==> config.mk <==
export PLATFORM = sky130hd
export DESIGN_NAME = fb_pixel_writer
export DESIGN_NICKNAME = d
export VERILOG_FILES = /design/src/rtl/fb_pixel_writer.sv
export SDC_FILE = /design/constraint.sdc
export NUM_CORES = 1
export LEC_CHECK = 0
export CORE_UTILIZATION = 47
export DETAILED_ROUTE_END_ITERATION = 8
export GPL_ROUTABILITY_DRIVEN = 1
export GPL_TIMING_DRIVEN = 0
export PLACE_DENSITY = 0.85
export REMOVE_ABC_BUFFERS = 1
export SYNTH_ARGS = -nofsm -noshare
export SYNTH_HDL_FRONTEND = slang
export SYNTH_SLANG_ARGS = --single-unit
==> constraint.sdc <==
create_clock -name clk -period 3.9 [get_ports clk]
set_input_delay 0.585 -clock clk [delete_from_list [all_inputs] [get_ports clk]]
set_output_delay 0.585 -clock clk [all_outputs]
set_load 0.02 [all_outputs]
==> src/rtl/fb_pixel_writer.sv <==
`default_nettype none
// ============================================================================
// Module  : fb_pixel_writer
// Brief   : Three-stage pixel sink. It clips (x,y,color) pixels to the framebuffer,
//           converts each to a linear address and writes it to memory with backpressure.
// Revision: 1.0  initial release
// ============================================================================
module fb_pixel_writer #(
    parameter int FB_WIDTH   = 320,
    parameter int FB_HEIGHT  = 240,
    parameter int X_BITS     = $clog2(FB_WIDTH) + 1,
    parameter int Y_BITS     = $clog2(FB_HEIGHT) + 1,
    parameter int COLOR_BITS = 12,
    parameter int ADDR_BITS  = $clog2(FB_WIDTH * FB_HEIGHT),
    parameter int CNT_BITS   = 16
) (
    input  logic                  clk,
    input  logic                  rst,
    input  logic                  in_valid,
    output logic                  in_ready,
    input  logic [X_BITS-1:0]     in_x,
    input  logic [Y_BITS-1:0]     in_y,
    input  logic [COLOR_BITS-1:0] in_color,
    input  logic                  in_last,
    output logic                  mem_we,
    output logic [ADDR_BITS-1:0]  mem_addr,
    output logic [COLOR_BITS-1:0] mem_data,
    input  logic                  mem_ready,
    output logic                  frame_done,
    output logic                  busy,
    output logic [CNT_BITS-1:0]   pix_written,
    output logic [CNT_BITS-1:0]   pix_clipped
);

    localparam logic [X_BITS:0]    c_fb_width_x  = (X_BITS + 1)'(FB_WIDTH);
    localparam logic [Y_BITS:0]    c_fb_height_y = (Y_BITS + 1)'(FB_HEIGHT);
    localparam logic [ADDR_BITS-1:0] c_fb_width_a = ADDR_BITS'(FB_WIDTH);

    logic                  r_s1_v, r_s1_in, r_s1_last;
    logic [X_BITS-1:0]     r_s1_x;
    logic [Y_BITS-1:0]     r_s1_y;
    logic [COLOR_BITS-1:0] r_s1_data;

    logic                  r_s2_v, r_s2_in, r_s2_last;
    logic [ADDR_BITS-1:0]  r_s2_addr;
    logic [COLOR_BITS-1:0] r_s2_data;

    logic                  r_s3_v, r_s3_in, r_s3_last;
    logic [ADDR_BITS-1:0]  r_mem_addr;
    logic [COLOR_BITS-1:0] r_mem_data;
    logic                  r_frame_done;
    logic [CNT_BITS-1:0]   r_pix_written, r_pix_clipped;

    logic                  w_inside;
    logic [ADDR_BITS-1:0]  w_addr;
    logic                  w_s3_retire, w_s3_free, w_s2_free, w_s1_free, w_wr_accept;

    assign w_inside = ({1'b0, in_x} < c_fb_width_x) && ({1'b0, in_y} < c_fb_height_y);
    assign w_addr   = ADDR_BITS'(r_s1_y) * c_fb_width_a + ADDR_BITS'(r_s1_x);

    // Clipped pixels never touch memory, so they leave S3 without waiting on mem_ready.
    assign w_s3_retire = r_s3_v && (!r_s3_in || mem_ready);
    assign w_s3_free   = !r_s3_v || w_s3_retire;
    assign w_s2_free   = !r_s2_v || w_s3_free;
    assign w_s1_free   = !r_s1_v || w_s2_free;
    assign w_wr_accept = r_s3_v && r_s3_in && mem_ready;

    always_ff @(posedge clk) begin
        if (rst) begin
            r_s1_v        <= 1'b0;
            r_s2_v        <= 1'b0;
            r_s3_v        <= 1'b0;
            r_mem_addr    <= '0;
            r_mem_data    <= '0;
            r_frame_done  <= 1'b0;
            r_pix_written <= '0;
            r_pix_clipped <= '0;
        end else begin
            if (w_s1_free) begin
                r_s1_v <= in_valid;
                if (in_valid) begin
                    r_s1_x    <= in_x;
                    r_s1_y    <= in_y;
                    r_s1_data <= in_color;
                    r_s1_last <= in_last;
                    r_s1_in   <= w_inside;
                end
            end
            if (w_s2_free) begin
                r_s2_v <= r_s1_v;
                if (r_s1_v) begin
                    r_s2_addr <= w_addr;
                    r_s2_data <= r_s1_data;
                    r_s2_last <= r_s1_last;
                    r_s2_in   <= r_s1_in;
                end
            end
            if (w_s3_free) begin
                r_s3_v <= r_s2_v;
                if (r_s2_v) begin
                    r_mem_addr <= r_s2_addr;
                    r_mem_data <= r_s2_data;
                    r_s3_last  <= r_s2_last;
                    r_s3_in    <= r_s2_in;
                end
            end
            r_frame_done <= w_s3_retire && r_s3_last;
            if (w_wr_accept && (r_pix_written != '1))
                r_pix_written <= r_pix_written + CNT_BITS'(1);
            if (w_s3_retire && !r_s3_in && (r_pix_clipped != '1))
                r_pix_clipped <= r_pix_clipped + CNT_BITS'(1);
        end
    end

    assign in_ready    = !rst && w_s1_free;
    assign mem_we      = r_s3_v && r_s3_in;
    assign mem_addr    = r_mem_addr;
    assign mem_data    = r_mem_data;
    assign frame_done  = r_frame_done;
    assign busy        = r_s1_v || r_s2_v || r_s3_v;
    assign pix_written = r_pix_written;
    assign pix_clipped = r_pix_clipped;

endmodule
`default_nettype wire
==> flow_metrics.tcl, run 1 <==
set metrics [dict create \
    status "completed" \
    crit_path_max_fanout 4 \
    postCtsHoldBufs 0 \
    yosys.area.top_type "edfxtp_1" \
    syn_inst 461 \
    finalMaxSlewViolations 0 \
    crit_path_top_delay_cell "clkdlybuf4s50_1" \
    fin_nets 629 \
    skew_ns 0.00952 \
    post-place-ws_ns 0.670 \
    setup_violations 0 \
    critPathLaunchType "input port" \
    h-tree-depth 4 \
    netlist_area_mm2 0.00524 \
    cts-root-buf "clkbuf_8" \
    critPathMaxStageDelay_ns 0.65 \
    ys_warn_count 0 \
    endpoint_kind "output port" \
    numCtsBuffers 17 \
    avgRoutedWirePerCell_um 14.6 \
    seq_area_frac_synth 0.626 \
    cts_tree "done" \
    clkLatencyLatePin_ns 0.51 \
    die_area_mm2 0.0116 \
    hp-class "flip-flop to flip-flop" \
    fp.coreArea_mm2 0.0108 \
    maxCapViolations 0 \
    syn_area_per_cell_um2 11.4 \
    tightest_slew_ns 0.796 \
    routed_wl_um 10500 \
    grt_max_degree 53 \
    hold_viol_final 0 \
    nFillCells 827 \
    pin_count 101 \
    clock-sinks 131 \
    cp_num_buf_inv 2 \
    vias 3805 \
    rows 38 \
    final_antenna_net_count 0 \
    cts_buffer_depth 2 \
    setup_tns_ns 0 \
    fin_crit_ns 2.91 \
    synth_top_area_share 0.378 \
    cp.required_ns 3.31 \
    firstDrtPassIters 7 \
    place_hpwl_um 7330 \
    max_slew_margin 0.467 \
    start_util 0.484 \
    drc_errors 0 \
    ys_top_cells_by_area "edfxtp_1 38%, dfxtp_1 25%, nand2_1 5.3%, ha_1 4.8%, a21oi_1 4.0%" \
    power_density_mw_per_mm2 476 \
    crit_family "buffers and inverters" \
    rsz0062_at_grt "no" \
    grt_usage 0.194 \
    crit_top_cell "clkdlybuf4s50_1" \
    synth-seq-cells 131 \
    synth.distinct_cells 42 \
    fin_ws_ns 0.990 \
    post-cts-setup-buffers 0 \
    grt_pass1_vias 3638 \
    gp_congestion 0.788 \
    grt_pass1_wl_um 17100 \
    area_growth_pct 34.2 \
    cp.arrival_ns 2.32 \
    fp.dieW_um 108 \
    diodes 0 \
    gr-total-overflow 0 \
    fin_crit_sh 0.746 \
    via_per_inst 5.26 \
    layout-drive-gt1-share 0.0839 \
    max_freq_mhz 344 \
    peakVddDrop_mv 0.303 \
    crit_type "input port to output port" \
    port_buffers 100 \
    ctsResizeCount 0 \
    drt-initial-drc-count 169 \
    power_leakage_nw 2.58 \
    cts.clk_slew.worst_paths_ns 0.06 \
    fp.dieH_um 108 \
    path_cells "clkdlybuf4s50_1 > nor2_1 > and2_1 > a21oi_1 > clkdlybuf4s50_1" \
    antenna_found_initial 0 \
]
registers in the layout, summed over array words and instances (netlist names), 9 cells and up:
signal       cells
mem_addr        17
mem_data        12
r_s1_y           9
r_s1_data       12
r_s2_data       12
pix_clipped     16
pix_written     16
r_s1_x          10
r_s2_addr       17
synth_stat cells (all sizes together):
cell,count
nand2b,2
xnor2,11
o211a,1
mux2i,3
and2b,1
dfxtp,65
a211oi,3
and4,5
a311oi,1
nor4,1
nand2,74
nor3b,1
xor2,23
a31oi,1
and3,8
nor2b,4
nand3,14
ha,20
a21boi,1
or3,5
and2,4
o21bai,1
fa,2
o211ai,1
buf,3
inv,7
nand4b,1
clkbuf,11
nor3,10
nor2,40
nand3b,1
and4b,1
edfxtp,66
a21o,4
a21oi,42
nand4,13
o21ai,10
placed cells by master, fill, tap and decap left out, types with 5 or more instances in the layout:
master	Yosys	routed
inv_6	0	6
nand4_1	12	12
ha_1	20	20
nand3_1	14	14
clkbuf_16	0	16
clkdlybuf4s50_1	0	99
edfxtp_1	66	66
or3_1	5	5
dfxtp_1	65	65
xnor2_1	11	11
inv_1	7	7
xor2_1	23	23
nor3_1	10	10
nand2_1	74	74
nor2_1	40	40
a21oi_1	42	42
o21ai_0	10	9
layer usage:
layer,part of all wire,track usage,wire [µm]
met1,0.41,0.224,4290
met2,0.53,0.338,5600
met3,0.043,0.0515,450
met4,0.019,0.0841,202
met5,0,0,0
metrics by stage:
step	total power, mW	area, µm²	util	hold slack (ns)	std cells
finish	3.35	7040	0.649	0.417	724
CTS	3.38	7030	0.649	0.419	724
floorplan	1.72	5190	-	0.400	447
detailed placement	1.84	6460	0.596	0.405	692
global route	3.48	7040	0.649	0.424	724
global placement	1.82	6360	0.587	0.400	687
power breakdown:
group / total [mW] / switching [mW] / internal [mW] / leakage, nW
registers: 1.52 / 0.0185 / 1.51 / 1.14
clock network: 1.53 / 0.596 / 0.937 / 0.277
logic: 0.288 / 0.153 / 0.136 / 1.16
path summary, 6_finish.rpt:
check / from / to / slack, ns / cells past startpoint
setup / recovery: mem_ready / in_ready / 0.99 / 5
hold / removal: r_s1_x[0] / r_s2_addr[0] / 0.42 / 0
setup reg to reg: r_s1_y[1] / r_s2_addr[16] / 1.01 / 9
hold reg to reg: r_s1_x[0] / r_s2_addr[0] / 0.42 / 0
logic make-up (layout without fill, tap and decap cells):
kind of cell             after synthesis  in the layout  synth area share
AO/OA/AOI/OAI                         65             65            0.0695
XOR/XNOR                              34             34            0.0568
adder cells (fa/ha/maj)               22             22            0.0554
buffers and inverters                 21            144            0.0153
flip-flops                           131            131             0.626
multiplexers                           3              3           0.00573
AND/OR/NAND/NOR                      185            185             0.171
layout make-up:
class	instances	area, µm²	share of cell area
Clock buffer	19	432	0.0614
Clock inverter	13	146	0.0208
Inverter	7	26.3	0.00373
Multi-Input combinational cell	309	1890	0.269
Sequential cell	131	3280	0.467
Tap cell	140	175	0.0249
Timing Repair Buffer	105	1080	0.154
(Power assumes the default switching activity.)
==> run 2: changes to the inputs <==
--- a/config.mk
+++ b/config.mk
@@ -5,11 +5,11 @@
 export SDC_FILE = /design/constraint.sdc
 export NUM_CORES = 1
 export LEC_CHECK = 0
-export CORE_UTILIZATION = 47
+export CORE_UTILIZATION = 52
 export DETAILED_ROUTE_END_ITERATION = 8
 export GPL_ROUTABILITY_DRIVEN = 1
 export GPL_TIMING_DRIVEN = 0
-export PLACE_DENSITY = 0.85
+export PLACE_DENSITY = 0.89
 export REMOVE_ABC_BUFFERS = 1
 export SYNTH_ARGS = -nofsm -noshare
 export SYNTH_HDL_FRONTEND = slang
==> constraint.sdc (replaced) <==
create_clock -name clk -period 3 [get_ports clk]
set_input_delay 0.45 -clock clk [delete_from_list [all_inputs] [get_ports clk]]
set_output_delay 0.45 -clock clk [all_outputs]
set_load 0.02 [all_outputs]
==> run 2 against run 1 <==
Compared with the run above: register-to-register slack got worse by 0.82 ns; power increased by 29%; sequential cell count unchanged; non-clock buffer count increased by 1; via count decreased by 1.7%; worst setup slack got worse by 0.80 ns; largest cell class unchanged; count of clock-buffer cells in the layout decreased by 2; critical path type is now flip-flop to flip-flop; utilization increased by 7.3 points; worst hold slack got worse by 0.027 ns.
==> flow_metrics.tcl, run 2 (synthesized netlist as in run 1, its figures left out) <==
set metrics [dict create \
    status "completed" \
    fin_nets 630 \
    max_slew_margin 0.516 \
    diodes 0 \
    die_area_mm2 0.0105 \
    grt_pass1_wl_um 16400 \
    crit_path_max_fanout 3 \
    fin_crit_ns 2.81 \
    via_per_inst 5.21 \
    rows 36 \
    numCtsBuffers 17 \
    max_freq_mhz 356 \
    critPathLaunchType "flip-flop" \
    avgRoutedWirePerCell_um 13.7 \
    peakVddDrop_mv 0.426 \
    power_leakage_nw 2.60 \
    fin_crit_sh 0.937 \
    ctsResizeCount 0 \
    start_util 0.536 \
    area_growth_pct 34.6 \
    drc_errors 0 \
    path_cells "ha_1 > ha_1 > fa_1 > a211oi_2 > nor2_1 > xor2_1 > nand4_1 > nor3_1 > xor2_1" \
    skew_ns 0.00681 \
    clkLatencyLatePin_ns 0.51 \
    mostFrequentLayoutCells "99 x clkdlybuf4s50_1, 74 x nand2_1, 66 x edfxtp_1" \
    endpoint_kind "flip-flop" \
    layout-drive-gt1-share 0.0889 \
    setup_violations 0 \
    hp-class "input port to flip-flop" \
    place_hpwl_um 7090 \
    vias 3741 \
    fin_ws_ns 0.188 \
    post-place-ws_ns -0.0303 \
    pin_count 101 \
    maxCapViolations 0 \
    fp.coreArea_mm2 0.00977 \
    grt_pass1_vias 3624 \
    finalMaxSlewViolations 0 \
    hold_viol_final 0 \
    firstDrtPassIters 4 \
    cp.required_ns 3.26 \
    crit_family "adder cells" \
    critPathMaxStageDelay_ns 0.45 \
    postCtsHoldBufs 0 \
    crit_path_top_delay_cell "edfxtp_1" \
    grt_usage 0.205 \
    cts_tree "done" \
    fp.dieW_um 102 \
    cts-root-buf "clkbuf_8" \
    final_common_cell "clkdlybuf4s50_1" \
    grt_max_degree 43 \
    setup_tns_ns 0 \
    cp.arrival_ns 3.07 \
    fp.dieH_um 102 \
    final_antenna_net_count 0 \
    antenna_found_initial 0 \
    gp_congestion 0.751 \
    cts.clk_slew.worst_paths_ns 0.07 \
    cp_num_buf_inv 0 \
    h-tree-depth 4 \
    crit_type "flip-flop to flip-flop" \
    gr-total-overflow 0 \
    clock-sinks 131 \
    cts_buffer_depth 2 \
    routed_wl_um 9840 \
    power_density_mw_per_mm2 614 \
    port_buffers 100 \
    tightest_slew_ns 0.726 \
    post-cts-setup-buffers 0 \
    rsz0062_at_grt "no" \
    nFillCells 679 \
    drt-initial-drc-count 106 \
]
## run 2: changes by cell type in the layout (fill, tap and decap cells not counted), sizes merged
cell / previous run / this run
buf: 6 / 7
bufinv: 2 / 0
clkbuf: 19 / 17
clkinv: 1 / 4
clkinvlp: 3 / 1
inv: 14 / 17
## run 2: per-stage QoR
step | hold slack [ns] | utilization | cells | cell area [µm²] | total power, mW
global route | 0.404 | 0.722 | 718 | 7060 | 4.50
CTS | 0.375 | 0.721 | 718 | 7050 | 4.37
finish | 0.390 | 0.722 | 718 | 7060 | 4.33
floorplan | 0.400 | - | 447 | 5190 | 2.23
detailed placement | 0.405 | 0.661 | 686 | 6460 | 2.38
global placement | 0.401 | 0.650 | 680 | 6360 | 2.36
## run 2: power by group
part,switching [mW],internal [mW]
clock,0.889,1.09
sequential,0.0246,1.96
combinational,0.195,0.178
total,1.11,3.22
## run 2: path summary, 6_finish.rpt
check | startpoint | endpoint | cells past startpoint | slack [ns]
max | r_s1_y[1] | r_s2_addr[16] | 9 | 0.19
min | rst | pix_written[4] | 2 | 0.39
max reg2reg | r_s1_y[1] | r_s2_addr[16] | 9 | 0.19
min reg2reg | r_s1_data[0] | r_s2_data[0] | 0 | 0.42
## run 2: worst register-to-register path, cell delays in order, from the launching register on
cell and delay (ns):
edfxtp_1 0.45, ha_1 0.34, ha_1 0.24, fa_1 0.42
a211oi_2 0.31, nor2_1 0.09, xor2_1 0.23, nand4_1 0.18
nor3_1 0.21, xor2_1 0.09
## run 2: area by class of cell
class / count / area [µm²] / area share
sequential: 131 / 3280 / 0.465
multi-input combinational: 309 / 1900 / 0.269
timing repair buffer: 106 / 1090 / 0.155
clock buffer: 17 / 414 / 0.0587
clock inverter: 15 / 178 / 0.0252
tap: 133 / 166 / 0.0236
inverter: 7 / 26.3 / 0.00372
## run 2: layer usage
metal / vias to the layer above / wire (µm) / GRT usage
li1: 1859 / - / -
met1: 1760 / 4090 / 0.242
met2: 105 / 5210 / 0.361
met3: 17 / 404 / 0.0486
met4: 0 / 133 / 0.0780
met5: - / 0 / 0
